`config.mk`:
```
export PLATFORM = sky130hd
export DESIGN_NAME = tbird_mode_ctrl
export DESIGN_NICKNAME = d
export VERILOG_FILES = /design/src/rtl/tbird_mode_ctrl.sv
export SDC_FILE = /design/constraint.sdc
export NUM_CORES = 1
export LEC_CHECK = 0
export BUFFER_PORTS_ARGS = -buffer_cell sky130_fd_sc_hd__buf_4
export CAP_MARGIN = 10
export CORE_MARGIN = 2
export CORE_UTILIZATION = 47
export DETAILED_ROUTE_END_ITERATION = 8
export HOLD_SLACK_MARGIN = 0.03
export PLACE_DENSITY_LB_ADDON = 0.12
export SETUP_SLACK_MARGIN = 0.1
export SLEW_MARGIN = 20
export SYNTH_ARGS = -nofsm -noshare
export SYNTH_HDL_FRONTEND = slang
export SYNTH_SLANG_ARGS = --single-unit
```
`constraint.sdc`:
```
create_clock -name clock -period 1.5 [get_ports clock]
set_input_delay 0.15 -clock clock [delete_from_list [all_inputs] [get_ports clock]]
set_output_delay 0.15 -clock clock [all_outputs]
set_load 0.1 [all_outputs]
```
`src/rtl/tbird_mode_ctrl.sv`:
```
// Front-end for the Thunderbird taillight sequencer: synchronizes and debounces
// the four driver controls, encodes the lamp mode and paces the sequence steps.
module tbird_mode_ctrl #(
  parameter int DEBOUNCE_CYCLES = 16,
  parameter int TICK_DIV        = 8
) (
  input  logic       clock,
  input  logic       reset,
  input  logic       left_in,
  input  logic       right_in,
  input  logic       hazard_in,
  input  logic       brake_in,
  output logic [2:0] switch,
  output logic       step_tick,
  output logic       mode_change
);

  localparam int CW = $clog2(DEBOUNCE_CYCLES) + 1;
  localparam int TW = (TICK_DIV > 2) ? $clog2(TICK_DIV) : 1;
  localparam logic [CW-1:0] DB_LAST   = CW'(DEBOUNCE_CYCLES - 1);
  localparam logic [TW-1:0] TICK_LAST = TW'(TICK_DIV - 1);

  // Bit order for all per-input vectors: 0 left, 1 right, 2 hazard, 3 brake.
  logic [3:0]    raw;
  logic [3:0]    sync1_q, sync2_q;
  logic [3:0]    stable_q, stable_d;
  logic [CW-1:0] count_q [4];
  logic [CW-1:0] count_d [4];

  logic [2:0]    switch_q, mode_d;
  logic          mode_change_q, mode_diff;
  logic [TW-1:0] tcnt_q, tcnt_d;
  logic          tick_q, tick_d;

  assign raw = {brake_in, hazard_in, right_in, left_in};

  always_comb begin
    stable_d = stable_q;
    for (int i = 0; i < 4; i++) begin
      count_d[i] = '0;
      if (sync2_q[i] != stable_q[i]) begin
        if (count_q[i] == DB_LAST) begin
          stable_d[i] = sync2_q[i];
        end else begin
          count_d[i] = count_q[i] + CW'(1);
        end
      end
    end
  end

  // Hazard, or both levers at once, runs the full hazard pattern.
  always_comb begin
    mode_d = {stable_q[3], stable_q[0], stable_q[1]};
    if (stable_q[2] || (stable_q[0] && stable_q[1])) begin
      mode_d[1:0] = 2'b11;
    end
  end

  assign mode_diff = (mode_d != switch_q);

  always_comb begin
    tcnt_d = tcnt_q + TW'(1);
    tick_d = 1'b0;
    if (mode_diff) begin
      tcnt_d = '0;
    end else if (tcnt_q == TICK_LAST) begin
      tcnt_d = '0;
      tick_d = 1'b1;
    end
  end

  always_ff @(posedge clock) begin
    if (reset) begin
      sync1_q       <= '0;
      sync2_q       <= '0;
      stable_q      <= '0;
      for (int i = 0; i < 4; i++) count_q[i] <= '0;
      switch_q      <= 3'b000;
      mode_change_q <= 1'b0;
      tcnt_q        <= '0;
      tick_q        <= 1'b0;
    end else begin
      sync1_q       <= raw;
      sync2_q       <= sync1_q;
      stable_q      <= stable_d;
      for (int i = 0; i < 4; i++) count_q[i] <= count_d[i];
      switch_q      <= mode_d;
      mode_change_q <= mode_diff;
      tcnt_q        <= tcnt_d;
      tick_q        <= tick_d;
    end
  end

  assign switch      = switch_q;
  assign mode_change = mode_change_q;
  assign step_tick   = tick_q;

endmodule

```
## Word level (Yosys, flattened, before mapping)

Memory sizes are Yosys's and may differ from the RTL's.
Cells that the tools add are included.

- Register bits after elaboration: 20
- RAM bits: 20
- Logic and storage cells: 55
- Memories: 1

Memories:

| memory | depth | bits a word | read ports | clocked after memory_dff | write ports | RTL line | text |
|---|---|---|---|---|---|---|---|
| count_q | 4 | 5 | 4 | 0 | 4 | 27 | `logic [CW-1:0] count_q [4];` |

- $add $sub $neg: 5
- Equal/unequal tests: 10
- Muxes and demuxes: 17
- Bitwise logic cells: 4
- Reduce and logical (&&, ||, !) cells: 8

Operators by type and width:

| operator | count |
|---|---|
| 5-bit two-way mux | 12 |
| 5-bit by 1-bit adder with 5-bit output (second input constant) | 4 |
| 5-bit by 4-bit == test with 1-bit output (second input constant) | 4 |
| 2-bit AND reduction | 4 |
| 1-bit two-way mux | 4 |
| 1-bit != test | 4 |
| 1-bit bitwise OR | 4 |
| 3-bit by 1-bit adder with 3-bit output (second input constant) | 1 |
| 3-bit == test (second input constant) | 1 |
| 3-bit != test | 1 |
| 3-bit OR reduction | 1 |
| 2-bit two-way mux | 1 |
| 2-bit OR reduction | 1 |
| 1-bit logical AND | 1 |
| 1-bit logical OR | 1 |

## Depth between registers and ports, before layout

Gate-level depths: netlist (run 1).

- Depth after elaboration: 5
- Mapped depth: 5
- Gate-level depth less buffers: 5

## Worst setup path after synthesis (run 1)

Ideal clock, no wire load.

- Kind: register -> register
- From: register switch_q[2] (netlist: switch[2])
- To: register tcnt_q[0]
- Library setup time: 0.073 ns
- Data arrival time: 1.647 ns
- Required time: 1.427 ns
- Setup slack: -0.220 ns
- Stages on the path, launching flop included: 4
- Cells stage by stage: dfxtp_1 -> xor2_1 -> or4_1 -> a21oi_1

- Cells in the longest elaborated chain, start to end: 2

Ends and longest elaborated chain:

| item | RTL line | text |
|---|---|---|
| start, declared | 30 | `logic [2:0] switch_q, mode_d;` |
| start signal, assigned | 87 | `switch_q <= mode_d;` |
| 3-bit != test | 59 | `assign mode_diff = (mode_d != switch_q);` |
| 3-bit OR reduction (no line) | - |  |
| end signal, assigned | 89 | `tcnt_q <= tcnt_d;` |
| end, declared | 32 | `logic [TW-1:0] tcnt_q, tcnt_d;` |

Every way passes these cells.
A chain may end at the register's enable or synchronous reset.

==> run_results.csv, run 1 <==
group,metric,value,unit
logic_synthesis,synth_seq_area_share,0.536,
worst_setup_path,crit_start,"count_q[2][1]",
cts,clock-root-buffer,"clkbuf_4",
worst_setup_path,crit_buf_inv,0,
layout,final_common_cell,"dfxtp_1",
cts,cts_tree,"yes",
pwr,vdd_ir_drop_max,0.000630,V
timing,setup-violations-final,0,
cts,path_clk_slew,120,ps
cts,cts.htree.levels,2,
worst_setup_path,path_common_cell,"ha_4",
timing,fmax,716,MHz
layout,area_delta_synth_final,34.4,%
min_path,hold_class,"in -> reg",
worst_setup_path,rr_worst_depth,5,
global_route,grt_first_pass_wirelength,4.02,mm
place,place.gp.congestion,0.673,
worst_setup_path,startpoint_type,"flop",
worst_setup_path,r2r_start,"count_q[2][1]",
place,portBuffers,10,
worst_setup_path,worst-path-max-fanout,5,
cts,cts_buffers,5,
cts,clk_latency,340,ps
timing,rsz0062_at_grt,"yes",
timing,tns,0,ps
worst_setup_path,endpoint_kind,"flop",
worst_setup_path,r2r_end,"count_q[2][1]",
route,firstDrtPassIters,4,
worst_setup_path,crit_type,"reg -> reg",
place,dp_cells,197,
logic_synthesis,avgSynthCellArea,10.2,sq um
layout,layout_common_cells,"28 x dfxtp_1, 22 x buf_4, 19 x nor2_1",
status,status,"finished clean",
floorplan,die_y,60.4,microns
global_route,grt_max_degree,24,
route,viasPerCell,4.65,
min_path,hold_start,"reset",
floorplan,die-area,3650,sq um
worst_setup_path,crit_required,1780,ps
layout,fillers,246,
pwr,leakagePower,0.758,nW
pwr,powerDensity,966,nW/um^2
logic_synthesis,yosysTopAreaCellShare,0.536,
layout,drive_gt1_frac,0.390,
timing,fin_crit,1400,ps
route,drt_iter0_drc,35,
worst_setup_path,crit_chain,"ha_4, and3_4, ha_4, or3_4, nor2_1",
floorplan,rows,20,
global_route,grt.total_usage,0.149,
route,vias,1027,
worst_setup_path,cp.depth,5,
worst_setup_path,cp.arrival,1680,ps
logic_synthesis,yosysTopAreaCell,"dfxtp_1",
floorplan,pin_count,11,
logic_synthesis,synth_area,1490,sq um
cts,cts_buffer_depth,2,
global_route,grt_pass1_vias,979,
worst_setup_path,crit_end,"count_q[2][1]",
global_route,grt_overflow,0,
logic_synthesis,synthTopCellsByArea,"dfxtp_1 54%, ha_1 8.4%, nor2_1 7.3%, xnor2_1 5.9%, nor2b_1 3.8%",
timing,worstMarginPinSlew,417,ps
timing,period_share,0.931,
logic_synthesis,synth-seq-cells,40,
global_route,antenna_found_initial,0,
layout,seq_area,818,sq um
floorplan,core_area,3030,sq um
timing,drv_slew,0,
layout,fin_cells,221,
run,cap_violations,0,
route,drc,0,
timing,fin_skew,10.6,ps
worst_setup_path,reg2reg_slack,100,ps
cts,cts_sinks,40,
layout,nets,192,
logic_synthesis,synth_fp_nets,163,
route,ant_nets,0,
worst_setup_path,critPathMaxStageDelay,400,ps
worst_setup_path,critPathSlowestCell,"or3_4",
route,wl_per_cell,10.9,microns
floorplan,fp.dieW,60.4,microns
logic_synthesis,synth.distinct_cells,25,
layout,num_antenna_cells,0,
place,hpwl,1.45,mm
worst_setup_path,cp_top_family,"simple AND/OR/NAND/NOR gates",
timing,fin_hold_ws,135,ps
logic_synthesis,yosys_warnings,0,
timing,relSlewSlack,0.721,
layout,multi_input_area,805,sq um
route,finalWirelength,2.42,mm
timing,hold_violations,0,
logic_synthesis,synth_cells,147,
floorplan,start_util,0.493,
[state kept, by name (all words and copies together) (netlist names)]
signal / cells
switch: 3
count_q: 20
mode_change: 1
step_tick: 1
sync2_q: 4
sync1_q: 4
stable_q: 4
tcnt_q: 3
[stage by stage]
| step | cell area (sq um) | utilization | setup slack (ps) | power [mW] |
|---|---|---|---|---|
| CTS | 1890 | 0.624 | 91.4 | 1.96 |
| floorplan | 1510 | - | 116 | 1.15 |
| detailed placement | 1620 | 0.536 | 29.7 | 1.17 |
| global route | 2010 | 0.663 | 67.3 | 2.03 |
| finish | 2010 | 0.663 | 103 | 1.94 |
| global placement | 1620 | 0.536 | 64.5 | 1.17 |
[Yosys cell counts, drive strengths merged]
master / instances
o21a: 2
nor2: 29
buf: 3
clkbuf: 1
or3: 4
nand3: 6
ha: 10
dfxtp: 40
a31oi: 1
a21oi: 4
a21o: 1
mux2i: 4
nand3b: 1
inv: 8
and3: 4
or4: 1
nor3: 2
nor2b: 9
nand2: 1
xor2: 5
xnor2: 10
o211ai: 1
[report_power, final]
part	internal, mW	leakage, nW	switching (mW)
combinational	0.0420	0.376	0.0318
sequential	1.08	0.331	0.0101
clock	0.443	0.0515	0.332
total	1.57	0.758	0.374
[timing repair]
action                                 CTS  global route
endpoints found under the hold margin    4             0
pin swaps                               14            12
gates cloned                             0             0
buffers inserted                         8             4
setup endpoints to repair               20            22
hold buffers                             4             0
resized for setup                       16            23
[cell type report]
cell class | instances | area share
Tap cell | 44 | 0.0274
Inverter | 8 | 0.0150
Timing Repair Buffer | 26 | 0.102
Clock inverter | 1 | 0.0150
Sequential cell | 40 | 0.407
Multi-Input combinational cell | 95 | 0.401
Clock buffer | 7 | 0.0324
[kinds of logic (layout without fill, tap and decap cells)]
logic type,Yosys count,count (layout),share of synthesized area
DFF,40,40,0.536
AOI/OAI and AO/OA,9,9,0.0377
muxes,4,4,0.0268
and+or+nand+nor,57,57,0.193
xor gates and xnor gates,15,15,0.0879
buffers and inverters,12,42,0.0343
adders and majority gates,10,10,0.0838
[per-layer routing]
layer,global-route usage,part of all wire,wire [microns],vias up
met2,0.255,0.52,1250,14
met4,0.0571,0.0070,17,0
met1,0.174,0.44,1060,476
met5,0,0,0,-
met3,0.0469,0.034,81,2
li1,-,-,-,535
[worst min path at each step]
stage,slack (ps),depth (start not counted),endpoint
6_report,140,2,switch[2]
2_1_floorplan,280,1,sync1_q[0]
4_1_cts,130,2,switch[0]
3_5_place_dp,360,2,sync1_q[0]
5_1_grt,150,2,stable_q[3]
3_3_place_gp,360,2,sync1_q[3]
No activity file was read; power rests on OpenSTA's default activity.
==> inputs of run 2 (changes only) <==
- ABC_AREA: unset -> 1
==> run_results.csv, run 2 <==
group,metric,value,unit
global_route,grt_pass1_vias,1035,
logic_synthesis,synth-seq-cells,40,
timing,period_share,0.950,
timing,rsz0062_at_grt,"yes",
pwr,swShare,0.228,
logic_synthesis,yosysTopAreaCellShare,0.536,
route,finalWirelength,2.82,mm
logic_synthesis,yosys_warnings,0,
min_path,hold_class,"in -> reg",
cts,cts.htree.levels,2,
floorplan,rows,20,
logic_synthesis,ys.flop_type,"dfxtp_1",
layout,num_antenna_cells,0,
place,portBuffers,10,
global_route,grt_max_degree,13,
place,dp_cells,229,
layout,seq_area,817,sq um
cts,clk_latency,350,ps
logic_synthesis,synth.distinct_cells,16,
place,place.gp.congestion,0.684,
pwr,powerDensity,858,nW/um^2
layout,largest_reg_flops,20,
pwr,p_int,1.34,mW
layout,layout_common_cells,"34 x inv_1, 33 x buf_4, 29 x nor2_1, 29 x dfxtp_1, 12 x nand2_1",
worst_setup_path,crit_required,1760,ps
run,cap_violations,0,
global_route,grt.total_usage,0.166,
pwr,leakagePower,0.858,nW
pwr,power_frac_comb,0.043,
route,viasPerCell,4.56,
cts,clock-root-buffer,"clkbuf_4",
floorplan,fp.dieW,60.4,microns
worst_setup_path,startpoint_type,"flop",
layout,regMostFlops,"count_q",
route,firstDrtPassIters,4,
logic_synthesis,synth_fp_nets,193,
worst_setup_path,worst-path-max-fanout,5,
global_route,grt_first_pass_wirelength,4.32,mm
timing,setup_slack,74.6,ps
cts,cts_buffer_depth,2,
route,wl_per_cell,10.7,microns
timing,setup-violations-final,0,
global_route,antenna_found_initial,0,
route,ant_nets,0,
timing,drv_slew,0,
timing,fin_hold_ws,51.4,ps
layout,drive_gt1_frac,0.355,
min_path,hold_start,"reset",
place,post-place-ws,-24.3,ps
worst_setup_path,path_common_cell,"nor2_2",
floorplan,core_area,3030,sq um
place,hpwl,1.63,mm
route,vias,1205,
timing,fin_skew,16.1,ps
layout,area_delta_synth_final,35.8,%
logic_synthesis,synth_seq_area_share,0.536,
pwr,clockPowerShare,0.329,
worst_setup_path,critPathMaxStageDelay,370,ps
pwr,vdd_ir_drop_max,0.000639,V
logic_synthesis,yosysTopAreaCell,"dfxtp_1",
cts,cts_tree,"yes",
logic_synthesis,synth_area,1490,sq um
logic_synthesis,synth_edf_count,0,
logic_synthesis,synthTopCellsByCount,"40 x dfxtp_1, 35 x nor2_1, 34 x inv_1, 16 x nand2_1, 13 x a21oi_1",
cts,cts_sinks,40,
pwr,power_frac_seq,0.628,
worst_setup_path,r2r_start,"count_q[3][1]",
timing,relSlewSlack,0.699,
global_route,grt_overflow,0,
floorplan,start_util,0.493,
pwr,power,1.74,mW
route,drt_iter0_drc,37,
layout,multi_input_area,679,sq um
worst_setup_path,endpoint_kind,"flop",
logic_synthesis,synthArstFlopShare,0,
floorplan,die-area,3650,sq um
timing,tns,0,ps
floorplan,pin_count,11,
cts,path_clk_slew,120,ps
logic_synthesis,synth_cells,177,
logic_synthesis,avgSynthCellArea,8.44,sq um
layout,fin_cells,264,
timing,worstMarginPinSlew,450,ps
timing,fin_crit,1430,ps
worst_setup_path,crit_chain,"ha_4, nand2_2, nor2_2, ha_2, a21oi_2, o211ai_1, buf_4, nor2_2",
layout,nets,235,
logic_synthesis,yosysMostFrequentCell,"dfxtp_1",
layout,final_common_cell,"inv_1",
worst_setup_path,crit_type,"reg -> reg",
worst_setup_path,critPathSlowestCell,"dfxtp_2",
route,drc,0,
floorplan,die_y,60.4,microns
timing,fmax,702,MHz
layout,fillers,253,
worst_setup_path,crit_start,"count_q[3][1]",
cts,cts_buffers,5,
worst_setup_path,cp.arrival,1680,ps
timing,hold_violations,0,
logic_synthesis,synthTopCellsByArea,"dfxtp_1 54%, nor2_1 8.8%, inv_1 8.5%, ha_1 8.4%, a21oi_1 4.4%",
pwr,switchingPower,0.397,mW
status,status,"finished clean",
run 2: what timing repair did:
action / in CTS / in global routing
setup endpoints to repair: 14 / 20
endpoints found under the hold margin: 4 / 0
pin swaps: 8 / 13
buffers inserted: 12 / 11
hold buffers: 4 / 0
resized for setup: 19 / 20
gates cloned: 0 / 0
run 2: path summary, 6_finish.rpt:
path              endpoint  slack (ps)  cells after the start
min reg2reg     sync2_q[1]         410                      2
max reg2reg  count_q[3][1]          70                      8
max          count_q[3][1]          70                      8
min             sync2_q[1]          50                      2
run 2: layer usage:
metal  vias to the layer above  wire [microns]  track usage
met1                       545            1220        0.184
met2                        15            1480        0.286
met3                         7              68       0.0448
met5                         -               0            0
met4                         0              61       0.0952
li1                        638               -            -
run 2: critical path, delay by kind of cell (launching register included):
| family | cells | cell delay (ps) |
|---|---|---|
| AO/OA/AOI/OAI | 2 | 240 |
| AND/OR/NAND/NOR | 3 | 180 |
| buffers and inverters | 1 | 200 |
| flip-flops | 1 | 370 |
| adder cells (fa/ha/maj) | 2 | 340 |
run 2: logic make-up (layout without fill, tap and decap cells):
family	count (synthesis)	count (layout)	share of synthesized area
DFF	40	40	0.536
AOI/OAI and AO/OA	21	21	0.0771
and+or+nand+nor	70	70	0.210
adders and majority gates	10	10	0.0838
buffers and inverters	36	79	0.0930
run 2: final cells by class:
cell class                 instances  area share
inverter                          34      0.0629
sequential                        40       0.403
clock buffer                       6      0.0253
tap                               44      0.0271
multi-input combinational        101       0.335
timing repair buffer              37       0.142
clock inverter                     2     0.00494
run 2: stage by stage:
| step | utilization | area, sq um |
|---|---|---|
| after global placement | 0.534 | 1620 |
| after CTS | 0.611 | 1850 |
| final | 0.670 | 2030 |
| after global routing | 0.670 | 2030 |
| after detailed placement | 0.534 | 1620 |
| after floorplan | - | 1500 |
run 2: power groups by stage:
stage / Sequential (mW) / Combinational, mW / Clock, mW
4_1_cts: 1.09 / 0.0690 / 0.582
3_5_place_dp: 1.12 / 0.0534 / 0
2_1_floorplan: 1.11 / 0.0361 / 0
5_1_grt: 1.09 / 0.0843 / 0.628
3_3_place_gp: 1.12 / 0.0501 / 0
6_report: 1.09 / 0.0752 / 0.573
==> inputs of run 3 (changes only) <==
- GPL_TIMING_DRIVEN: unset -> 0
- REMOVE_ABC_BUFFERS: unset -> 1
==> run_results.csv, run 3 (synthesized netlist as in run 2, its figures left out) <==
group,metric,value,unit
status,status,"finished clean",
worst_setup_path,crit_start,"count_q[3][1]",
timing,drv_slew,0,
worst_setup_path,crit_type,"reg -> reg",
global_route,grt_first_pass_wirelength,4.58,mm
worst_setup_path,critPathSlowestCell,"dfxtp_2",
worst_setup_path,crit_end,"count_q[3][1]",
layout,layout_common_cells,"34 x inv_1, 32 x dfxtp_1, 28 x buf_4",
floorplan,rows,20,
timing,fin_crit,1410,ps
worst_setup_path,startpoint_type,"flop",
layout,nets,230,
place,post-place-ws,-12.7,ps
route,drc,0,
layout,fillers,252,
route,highest_layer,"met4",
timing,hold_violations,0,
floorplan,core_area,3030,sq um
worst_setup_path,worst-path-max-fanout,3,
cts,path_clk_slew,110,ps
layout,area_delta_synth_final,33.8,%
route,viasPerCell,4.64,
pwr,vdd_ir_drop_max,0.000538,V
run,cap_violations,0,
cts,clock-root-buffer,"clkbuf_4",
route,firstDrtPassIters,4,
pwr,powerDensity,879,nW/um^2
timing,period_share,0.937,
timing,relSlewSlack,0.699,
cts,clk_latency,340,ps
route,wl_met1,1.13,mm
route,dr_wl_met3,104,microns
route,vias,1197,
cts,cts_buffer_depth,2,
timing,tns,0,ps
timing,rsz0062_at_grt,"yes",
timing,worstMarginPinSlew,450,ps
cts,cts_buffers,5,
route,drt_iter0_drc,45,
global_route,grt_max_degree,13,
layout,drive_gt1_frac,0.336,
timing,setup-violations-final,0,
worst_setup_path,crit_required,1750,ps
pwr,leakagePower,0.830,nW
route,wl_per_cell,10.5,microns
worst_setup_path,r2r_end,"count_q[3][1]",
worst_setup_path,rr_worst_depth,8,
route,ant_nets,0,
floorplan,start_util,0.493,
timing,fin_skew,4.63,ps
cts,cts.htree.levels,2,
global_route,antenna_found_initial,0,
global_route,grt_overflow,0,
layout,largest_reg_flops,20,
worst_setup_path,cp.arrival,1660,ps
global_route,grt.total_usage,0.172,
layout,num_antenna_cells,0,
min_path,hold_class,"in -> reg",
cts,cts_tree,"yes",
layout,postLayoutCoreUtil,0.660,
layout,regMostFlops,"count_q",
floorplan,fp.dieW,60.4,microns
global_route,grt_pass1_vias,1191,
layout,final_common_cell,"inv_1",
place,hpwl,1.68,mm
worst_setup_path,r2r_start,"count_q[3][1]",
cts,cts_sinks,40,
timing,setup_slack,94.9,ps
place,place.gp.congestion,0.691,
place,portBuffers,10,
route,dr_wl_met2,1.43,mm
floorplan,die-area,3650,sq um
timing,fmax,712,MHz
route,finalWirelength,2.71,mm
floorplan,pin_count,11,
floorplan,die_y,60.4,microns
worst_setup_path,reg2reg_slack,90,ps
pwr,power,1.76,mW
worst_setup_path,endpoint_kind,"flop",
worst_setup_path,critPathMaxStageDelay,370,ps
worst_setup_path,crit_chain,"ha_4, nand2_2, nor2_2, ha_2, a21oi_2, o211ai_1, buf_4, nor2_1",
run 3: changes by cell type in the layout (fill, tap and decap cells not counted), sizes merged:
cell    before  now
clkbuf       6    7
buf         33   28
clkinv       2    0
run 3: report_power, final:
group          leakage (nW)  internal, mW  switching, mW
Clock                0.0374         0.266          0.324
Sequential            0.329          1.08         0.0109
Combinational         0.464        0.0382         0.0352
Total                 0.830          1.39          0.370
run 3: worst min path at each step:
| stage | to | startpoint | slack [ps] | depth (start not counted) |
|---|---|---|---|---|
| 2_1_floorplan | mode_change | reset | 220 | 1 |
| 3_3_place_gp | sync1_q[0] | left_in | 350 | 3 |
| 3_5_place_dp | sync1_q[2] | hazard_in | 360 | 3 |
| 4_1_cts | sync1_q[2] | reset | 50 | 2 |
| 5_1_grt | sync1_q[2] | reset | 30 | 2 |
| 6_report | sync2_q[3] | reset | 50 | 2 |
run 3: metal layers:
layer / vias up / GRT usage
li1: 629 / -
met1: 542 / 0.168
met4: 0 / 0.0730
met2: 18 / 0.320
met5: - / 0
met3: 8 / 0.0661
run 3: worst max-delay path, delay by kind of cell, from the launching register on:
family	cells	cell delay [ps]
flip-flops	1	370
adder cells (fa/ha/maj)	2	350
AND/OR/NAND/NOR	3	230
buffers and inverters	1	190
AO/OA/AOI/OAI	2	180
run 3: what timing repair did:
action                                  in CTS  in global routing
pin swaps                                   10                 12
hold endpoints to repair                     4                  0
setup buffers                               12                  6
hold buffers                                 4                  0
endpoints found under the setup margin      18                 15
gates resized for setup                     21                 20
run 3: final cells by class:
| type | instances | area (sq um) | area share |
|---|---|---|---|
| repair buffers | 32 | 250 | 0.125 |
| multi-input cells | 101 | 689 | 0.345 |
| inverters | 34 | 128 | 0.0639 |
| flip-flops and latches | 40 | 811 | 0.406 |
| well taps | 44 | 55.1 | 0.0276 |
| clock buffers | 7 | 65.1 | 0.0326 |
run 3: through the flow:
stage | instance area, sq um | hold slack, ps | std cells
CTS | 1860 | 50.2 | 252
detailed placement | 1610 | 360 | 229
global route | 2000 | 32.5 | 258
global placement | 1610 | 349 | 229
floorplan | 1480 | 219 | 175
finish | 2000 | 50.6 | 258
